===== src/rtl/mips_mem_pkg.sv =====
// Shared memory-side types and constants for the pipeline
// and the data-memory model.
package mips_mem_pkg;

    localparam int WORD_W = 32;

    typedef enum logic [1:0] {
        IDLE    = 2'd0,
        IF_BUSY = 2'd1,
        DM_BUSY = 2'd2
    } arb_state_t;

    // Access width codes; 3'b000 marks a fetch access.
    localparam logic [2:0] MODE_FETCH = 3'b000;
    localparam logic [2:0] MODE_BYTE  = 3'b001;
    localparam logic [2:0] MODE_HALF  = 3'b010;
    localparam logic [2:0] MODE_WORD  = 3'b011;
    localparam logic [2:0] MODE_BYTEU = 3'b101;
    localparam logic [2:0] MODE_HALFU = 3'b110;

endpackage


===== src/rtl/mem_arbiter_if.sv =====
// Bundle of fetch, data and memory-side handshake signals
// around the shared memory arbiter.
interface mem_arbiter_if;
    import mips_mem_pkg::*;

    logic              if_req;
    logic [WORD_W-1:0] if_addr;
    logic              if_ready;
    logic [WORD_W-1:0] if_rdata;

    logic              dm_req;
    logic              dm_write;
    logic [WORD_W-1:0] dm_addr;
    logic [WORD_W-1:0] dm_wdata;
    logic [2:0]        dm_mode;
    logic              dm_ready;
    logic [WORD_W-1:0] dm_rdata;

    logic              mem_req;
    logic              mem_write;
    logic [WORD_W-1:0] mem_addr;
    logic [WORD_W-1:0] mem_wdata;
    logic [2:0]        mem_mode;
    logic              mem_ack;
    logic [WORD_W-1:0] mem_rdata;

    logic              busy;
    logic              bus_err;

    modport slave (
        input  if_req, if_addr,
        input  dm_req, dm_write, dm_addr, dm_wdata, dm_mode,
        input  mem_ack, mem_rdata,
        output if_ready, if_rdata, dm_ready, dm_rdata,
        output mem_req, mem_write, mem_addr, mem_wdata, mem_mode,
        output busy, bus_err
    );

    modport master (
        output if_req, if_addr,
        output dm_req, dm_write, dm_addr, dm_wdata, dm_mode,
        output mem_ack, mem_rdata,
        input  if_ready, if_rdata, dm_ready, dm_rdata,
        input  mem_req, mem_write, mem_addr, mem_wdata, mem_mode,
        input  busy, bus_err
    );

endinterface


===== src/rtl/mem_arbiter.sv =====
// Fetch/data arbiter for one variable-latency memory port, with
// data priority, a fetch starvation limit and an ack watchdog.
module mem_arbiter
    import mips_mem_pkg::*;
#(
    parameter int MAX_WAIT     = 15,
    parameter int STARVE_LIMIT = 4
) (
    input  logic          clk,
    input  logic          reset,
    mem_arbiter_if.slave  bus
);

    localparam logic [3:0] SLIM  = 4'(STARVE_LIMIT);
    localparam logic [7:0] WLAST = 8'(MAX_WAIT - 1);

    arb_state_t        state;
    logic [3:0]        starve_cnt;
    logic [7:0]        wait_cnt;
    logic              if_win;
    logic              done;
    logic [WORD_W-1:0] rdata_ret;

    assign if_win = bus.if_req &&
                    (!bus.dm_req || starve_cnt == SLIM);

    // Ack beats a watchdog expiry landing in the same cycle.
    assign done = bus.mem_ack || (wait_cnt == WLAST);

    assign rdata_ret = (bus.mem_ack && !bus.mem_write)
                     ? bus.mem_rdata : '0;

    assign bus.busy = (state != IDLE);

    // Arbitration, memory-side launch and completion handling.
    always_ff @(posedge clk) begin
        if (reset) begin
            state         <= IDLE;
            starve_cnt    <= '0;
            wait_cnt      <= '0;
            bus.mem_req   <= 1'b0;
            bus.mem_write <= 1'b0;
            bus.mem_addr  <= '0;
            bus.mem_wdata <= '0;
            bus.mem_mode  <= '0;
            bus.if_ready  <= 1'b0;
            bus.if_rdata  <= '0;
            bus.dm_ready  <= 1'b0;
            bus.dm_rdata  <= '0;
            bus.bus_err   <= 1'b0;
        end else begin
            bus.if_ready <= 1'b0;
            bus.dm_ready <= 1'b0;
            unique case (state)
                IDLE: begin
                    wait_cnt <= '0;
                    if (if_win) begin
                        state         <= IF_BUSY;
                        starve_cnt    <= '0;
                        bus.mem_req   <= 1'b1;
                        bus.mem_write <= 1'b0;
                        bus.mem_addr  <= bus.if_addr;
                        bus.mem_wdata <= '0;
                        bus.mem_mode  <= MODE_FETCH;
                    end else if (bus.dm_req) begin
                        state <= DM_BUSY;
                        if (!bus.if_req)
                            starve_cnt <= '0;
                        else if (starve_cnt != SLIM)
                            starve_cnt <= starve_cnt + 4'd1;
                        bus.mem_req   <= 1'b1;
                        bus.mem_write <= bus.dm_write;
                        bus.mem_addr  <= bus.dm_addr;
                        bus.mem_wdata <= bus.dm_wdata;
                        bus.mem_mode  <= bus.dm_mode;
                    end
                end
                IF_BUSY, DM_BUSY: begin
                    if (done) begin
                        state         <= IDLE;
                        bus.mem_req   <= 1'b0;
                        bus.mem_write <= 1'b0;
                        if (!bus.mem_ack)
                            bus.bus_err <= 1'b1;
                        if (state == IF_BUSY) begin
                            bus.if_ready <= 1'b1;
                            bus.if_rdata <= rdata_ret;
                        end else begin
                            bus.dm_ready <= 1'b1;
                            bus.dm_rdata <= rdata_ret;
                        end
                    end else begin
                        wait_cnt <= wait_cnt + 8'd1;
                    end
                end
                default: state <= IDLE;
            endcase
        end
    end

endmodule


===== src/flat_wrapper.sv =====
// flat-port wrapper written by rule: the top's interface ports become plain ports
module mem_arbiter_flat import mips_mem_pkg::*;
#(
    parameter int MAX_WAIT     = 15,
    parameter int STARVE_LIMIT = 4
)
  (clk, reset, bus_if_req, bus_if_addr, bus_dm_req, bus_dm_write, bus_dm_addr, bus_dm_wdata, bus_dm_mode, bus_mem_ack, bus_mem_rdata, bus_if_ready, bus_if_rdata, bus_dm_ready, bus_dm_rdata, bus_mem_req, bus_mem_write, bus_mem_addr, bus_mem_wdata, bus_mem_mode, bus_busy, bus_bus_err);
  mem_arbiter_if bus_i ();
  input  logic clk;
  input  logic reset;
  input wire logic [$bits(bus_i.if_req)-1:0] bus_if_req;
  input wire logic [$bits(bus_i.if_addr)-1:0] bus_if_addr;
  input wire logic [$bits(bus_i.dm_req)-1:0] bus_dm_req;
  input wire logic [$bits(bus_i.dm_write)-1:0] bus_dm_write;
  input wire logic [$bits(bus_i.dm_addr)-1:0] bus_dm_addr;
  input wire logic [$bits(bus_i.dm_wdata)-1:0] bus_dm_wdata;
  input wire logic [$bits(bus_i.dm_mode)-1:0] bus_dm_mode;
  input wire logic [$bits(bus_i.mem_ack)-1:0] bus_mem_ack;
  input wire logic [$bits(bus_i.mem_rdata)-1:0] bus_mem_rdata;
  output wire logic [$bits(bus_i.if_ready)-1:0] bus_if_ready;
  output wire logic [$bits(bus_i.if_rdata)-1:0] bus_if_rdata;
  output wire logic [$bits(bus_i.dm_ready)-1:0] bus_dm_ready;
  output wire logic [$bits(bus_i.dm_rdata)-1:0] bus_dm_rdata;
  output wire logic [$bits(bus_i.mem_req)-1:0] bus_mem_req;
  output wire logic [$bits(bus_i.mem_write)-1:0] bus_mem_write;
  output wire logic [$bits(bus_i.mem_addr)-1:0] bus_mem_addr;
  output wire logic [$bits(bus_i.mem_wdata)-1:0] bus_mem_wdata;
  output wire logic [$bits(bus_i.mem_mode)-1:0] bus_mem_mode;
  output wire logic [$bits(bus_i.busy)-1:0] bus_busy;
  output wire logic [$bits(bus_i.bus_err)-1:0] bus_bus_err;
  assign bus_i.if_req = bus_if_req;
  assign bus_i.if_addr = bus_if_addr;
  assign bus_i.dm_req = bus_dm_req;
  assign bus_i.dm_write = bus_dm_write;
  assign bus_i.dm_addr = bus_dm_addr;
  assign bus_i.dm_wdata = bus_dm_wdata;
  assign bus_i.dm_mode = bus_dm_mode;
  assign bus_i.mem_ack = bus_mem_ack;
  assign bus_i.mem_rdata = bus_mem_rdata;
  assign bus_if_ready = bus_i.if_ready;
  assign bus_if_rdata = bus_i.if_rdata;
  assign bus_dm_ready = bus_i.dm_ready;
  assign bus_dm_rdata = bus_i.dm_rdata;
  assign bus_mem_req = bus_i.mem_req;
  assign bus_mem_write = bus_i.mem_write;
  assign bus_mem_addr = bus_i.mem_addr;
  assign bus_mem_wdata = bus_i.mem_wdata;
  assign bus_mem_mode = bus_i.mem_mode;
  assign bus_busy = bus_i.busy;
  assign bus_bus_err = bus_i.bus_err;
  mem_arbiter #(.MAX_WAIT(MAX_WAIT), .STARVE_LIMIT(STARVE_LIMIT)) u_core (.clk(clk), .reset(reset), .bus(bus_i));
endmodule

===== config.mk =====
export PLATFORM = sky130hd
export DESIGN_NAME = mem_arbiter_flat
export DESIGN_NICKNAME = d
export VERILOG_FILES = /design/src/rtl/mips_mem_pkg.sv /design/src/rtl/mem_arbiter_if.sv /design/src/rtl/mem_arbiter.sv /design/src/flat_wrapper.sv
export SDC_FILE = /design/constraint.sdc
export NUM_CORES = 1
export LEC_CHECK = 0
export ABC_AREA = 1
export BUFFER_PORTS_ARGS = -buffer_cell sky130_fd_sc_hd__buf_2
export CAP_MARGIN = 20
export CORE_MARGIN = 10
export CORE_UTILIZATION = 43
export DETAILED_ROUTE_END_ITERATION = 10
export MAX_ROUTING_LAYER = met4
export PLACE_DENSITY = 0.85
export SLEW_MARGIN = 20
export SYNTH_ARGS = -nofsm -noshare
export SYNTH_HDL_FRONTEND = slang
export SYNTH_SLANG_ARGS = --single-unit

===== constraint.sdc =====
create_clock -name clk -period 1.4 [get_ports clk]
set_input_delay 0.14 -clock clk [delete_from_list [all_inputs] [get_ports clk]]
set_output_delay 0.14 -clock clk [all_outputs]
set_load 0.1 [all_outputs]

# Word level (Yosys, flattened, before mapping)
# Cells that the tools add are included.
[word_totals] regBits=150 output_inout_bits=137
[op_classes] addsub=2 eq_ne=9 mux=26 bitwise_logic=4 reduce_logical=20
[ops] op="$mux W32" n=5
[ops] op="$mux W4" n=4
[ops] op="$pmux W8 S2" n=1
[ops] op="$reduce_and A3 Y1" n=5
[ops] op="$add A8 B1 Y8 const B" n=1
[ops] op="$eq A8 B4 Y1 const B" n=1
[ops] op="$mux W8" n=1
[ops] op="$mux W1" n=7
[ops] op="$mux W2" n=3
[ops] op="$mux W3" n=2
[ops] op="$reduce_and A2 Y1" n=3
[ops] op="$reduce_bool A2 Y1" n=3
[ops] op="$add A4 B1 Y4 const B" n=1
[ops] op="$eq A4 B3 Y1 const B" n=1
[ops] op="$ne A4 B3 Y1 const B" n=1
[ops] op="$not A1 Y1" n=4
[ops] op="$pmux W1 S2" n=2
[ops] op="$pmux W2 S2" n=1
[ops] op="$ne A3 B1 Y1 const B" n=1
[ops] op="$ne A3 B2 Y1 const B" n=1
[ops] op="$reduce_or A3 Y1" n=1
[ops] op="$eq A2 B1 Y1 const B" n=1
[ops] op="$eq A2 B2 Y1 const B" n=1
[ops] op="$logic_and A1 B1 Y1" n=2
[ops] op="6 further kinds" n=8

# Logic depth before layout (Yosys ltp)
[depth] word_depth=5 mapped_depth=11 mapped_depth_nobuf=10

# Worst setup path before layout
# OpenSTA, ideal clock, no wires.
[synth_path] kind="flip-flop to flip-flop" from="register u_core.state[0]" to="register u_core.bus.mem_addr[10]" setup_time_ns=0.056 arrival_ns=1.938 required_ns=1.344 path_slack_ns=-0.593 stages_incl_launch_ff=10 path_buffers=1 path_cell_list="dfxtp_1 > inv_1 > ha_1 > inv_1 > a21oi_4 > inv_2 > buf_6 > a21oi_1 > a21o_1 > inv_1"
[synth_via] elab_chain_cells=2
[synth_rtl] element="from (decl)" line_no="mem_arbiter.sv:17" rtl="arb_state_t state;"
[synth_rtl] element="from (signal assigned)" line_no="mem_arbiter.sv:38" rtl="state <= IDLE;"
[synth_rtl] element="from (signal assigned)" line_no="mem_arbiter.sv:58" rtl="state <= IF_BUSY;"
[synth_rtl] element="from (signal assigned)" line_no="mem_arbiter.sv:66" rtl="state <= DM_BUSY;"
[synth_rtl] element="$logic_not A2 Y1" line_no="mem_arbiter.sv:54" rtl="unique case (state)"
[synth_rtl] element="$reduce_and A2 Y1 (no source line)"
[synth_rtl] element="to (signal assigned)" line_no="mem_arbiter.sv:62" rtl="bus.mem_addr <= bus.if_addr;"
[synth_rtl] element="to (signal assigned)" line_no="mem_arbiter.sv:73" rtl="bus.mem_addr <= bus.dm_addr;"
[synth_rtl] element="to (decl)" line_no="mem_arbiter_if.sv:35" rtl="output mem_req, mem_write, mem_addr, mem_wdata, mem_mode,"
# No other way between the ends.
# A chain may end at the register's enable or synchronous reset.

# Worst setup path in the final report
[layout_path] from="register u_core.state[1]" to="register u_core.bus.mem_wdata[9]"
[layout_via] elab_chain_cells=2
[layout_rtl] element="$logic_not A2 Y1" line_no="mem_arbiter.sv:54"
[layout_rtl] element="$reduce_and A2 Y1 (no source line)"
[layout_rtl] element="to (signal assigned)" line_no="mem_arbiter.sv:74" rtl="bus.mem_wdata <= bus.dm_wdata;"
[layout_rtl] element="to (decl)" line_no="mem_arbiter_if.sv:35"
# No other way between the ends.

==> metrics.txt <==
outcome=complete, but fails checks; violated checks=setup timing; pre-CTS setup slack=-0.1494 ns; total wire length=29210 microns; Starting Density=43.66%; Async S/R FF share, synth=0%; final antenna-violating net count=0; Post-synth EDFFs=0; Yosys warnings=0; grt ovf=0; syn_area_per_cell=7.342 sq um; Area after DPL=8323 sq um; CTS buffer count=17; share of the synthesized area in the top cell type=47.51%; Yosys reg bits=150; pwr dens=1459 nW/um^2; Buf/Inv on CP=5; Synth-to-Final Area Change=74.86%; synthesized cell area=6321 sq um; # rows=44; RSZ-0062 raised after global routing=true; drt pass-1 iters=5; dpl hpwl=15120 microns; HP Start=bus_if_addr[25]; Slew @ Worst Pin=0.5245 ns; Core ar.=14480 sq um; final non-filler cell area=11050 sq um; reg2reg start=u_core.state[1]; Worst setup EP type=register; peak supply drop=1.059 mV; Slew HR=65.28%; CTS root buffer=clkbuf_16; min Tclk post-route=1.647 ns; clk_lat worst skew=0.42 ns; Area contributors post-synth=dfxtp_1, o21ai_0, nor2_1; register clock-pin slew on the reported worst setup and hold paths=0.07 ns; Max FO, Critical Path=7; Final Cycle Share=117.6%; CP startpoint kind=register; family with the most delay on the worst path=buffers and inverters; FF/Latch Area=3014 sq um; final setup fails=168; clk buf depth=2; Die W=141.2 microns; syn_nets=1006; initial antenna violation count=3; die area=19950 sq um; reg2reg end=u_core.bus.mem_wdata[9]; fmax=607.3 MHz; Hold Crit Class=in2reg; crit-path most repeated cell=buf_12; TritonCTS clock tree=done; crit-path cells=inv_2 > ha_4 > clkinvlp_4 > a21oi_4 > buf_12 > buf_12 > buf_8 > o21ai_0 > a21oi_1; dominant cell type by area after synthesis=dfxtp_1; dominant synthesized flop cell=dfxtp_1; num ports=274; Distinct cells, synth=24; CP max-delay cell=dfxtp_2; post-synthesis cell count=861; per-cell routed wire length=20.49 microns; total track usage=23.64%; clk sinks=150; Final Power=16.12 mW; r2r setup slk=-0.25 ns; vias in the first global route=7423; fin. max-slew vios=0; worst path required time=1.74 ns; sequential cell area fraction in the yosys report=47.51%; Commonest cells post-synth=nor2_1, dfxtp_1, o21ai_0, nand2_1; Hold Path Sink=u_core.bus.mem_addr[25]; Vias/cell=5.490; Lkg Pwr=5.484 nW; fill cell count=856; routed vias=7829; DRC violations left=0; first-pass GRT wire length=37360 microns; max-cap viol count=0; # port buffers=273; hold path depth=4; top-count cell post-synth=nor2_1; reg2reg path depth=9; Worst Skew=0.009471 ns; chip height=141.2 microns; share of layout cells above drive strength 1=46.49%; final worst setup slack=-0.2468 ns; Final Hold Fails=0; Iter 0 DRT Violations=569; CP Class=reg2reg; placer congestion estimate=0.8468; max incr delay on CP=0.32 ns; nets@finish=1372; largest net degree at the start of global routing=49; Worst Path Arrival=1.99 ns; H-tree levels=4; area of the multi-input gates=3541 sq um
[power breakdown]
| part | internal [mW] | switching (mW) | total (mW) |
|---|---|---|---|
| combinational | 1.72 | 4.32 | 6.04 |
| sequential | 4.65 | 0.289 | 4.94 |
| clock | 3.19 | 1.95 | 5.15 |
[state kept, by name (all words and copies together) (netlist names)]
register              flops
u_core.bus.bus_err        1
u_core.bus.mem_addr      32
u_core.bus.mem_write      1
u_core.starve_cnt         4
u_core.bus.dm_rdata      32
u_core.state              2
u_core.bus.dm_ready       1
u_core.wait_cnt           8
u_core.bus.mem_mode       3
u_core.bus.if_ready       1
u_core.bus.mem_req        1
u_core.bus.mem_wdata     32
u_core.bus.if_rdata      32
[routing by layer]
layer	global-route usage [%]	part of all wire, %	up-vias
li1	-	-	3502
met1	24.98	35	3641
met2	39.94	50	573
met3	8.566	10	113
met4	8.315	4.3	0
met5	-	0	-
[through the flow]
stage               util (%)  TNS [ns]  std cells  hold slack, ns
floorplan                  -    -39.52        861          0.2017
global placement       57.48    -5.755       1318          0.3857
CTS                    68.05    -10.03       1398         0.02681
detailed placement     57.48    -10.73       1318          0.3922
global route           76.34    -28.17       1426         0.03516
finish                 76.34    -15.76       1426         0.03161
[cells by family after synthesis]
| family | after synthesis | synth area share [%] |
|---|---|---|
| AND/OR/NAND/NOR | 301 | 18.92 |
| AO/OA/AOI/OAI | 253 | 21.48 |
| flip-flops | 150 | 47.51 |
| buffers and inverters | 146 | 10.10 |
| adder cells (fa/ha/maj) | 8 | 1.584 |
| XOR/XNOR | 3 | 0.4158 |
[cell usage in the layout (no fill, tap or decap), types with 3 or more instances in the layout]
cell type and count:
o21ai_1 46, nand3_1 13, buf_6 9, buf_16 9
a21o_1 32, nor2_4 47, buf_8 3, buf_12 26
buf_2 260, nand2_8 3, o21ai_2 32, o21ai_4 9
a21oi_1 49, dfxtp_1 143, nor2_2 19, a21oi_2 36
nand2_2 6, ha_1 6, clkbuf_4 12, nand2_4 5
nand4_1 3, o21ai_0 48, dfxtp_2 6, inv_1 80
inv_2 6, dlygate4sd3_1 36, clkbuf_16 29, buf_4 35
inv_6 4, nor2_1 102, xor2_1 3, nand2_1 98
diode_2 3, bufinv_16 5
[final cells by class]
class	instances	share of cell area [%]
multi-input cells	565	32.04
well taps	184	2.083
inverters	91	3.464
repair buffers	402	29.22
clock inverters	13	1.981
diodes	3	0.06792
clock buffers	18	3.883
flip-flops and latches	150	27.27
[worst register-to-register path: cells and delay by family (launching register included)]
kind	cells	cell delay [ns]
AO/OA/AOI/OAI	3	0.43
buffers and inverters	5	0.66
flip-flops	1	0.32
adder cells (fa/ha/maj)	1	0.16
[worst max-delay path by stage]
stage / from / end / slack, ns / depth (start not counted)
finish: u_core.state[1] / u_core.bus.mem_wdata[9] / -0.25 / 9
global route: u_core.state[1] / u_core.bus.mem_addr[30] / -0.27 / 10
CTS: u_core.wait_cnt[0] / u_core.bus.if_rdata[4] / -0.12 / 12
detailed placement: u_core.state[1] / u_core.bus.mem_addr[10] / -0.15 / 8
global placement: u_core.wait_cnt[0] / u_core.state[1] / -0.08 / 10
floorplan: u_core.state[1] / u_core.bus.mem_addr[25] / -0.56 / 9
[timing repair]
action                                  CTS  global route
buffers inserted                          5            14
endpoints found under the setup margin  141           159
pin swaps                                11            32
endpoints found under the hold margin    36             0
gates cloned                              8            12
gates resized for setup                 115           245
hold buffers                             36             0
No activity file was read; power rests on OpenSTA's default activity.
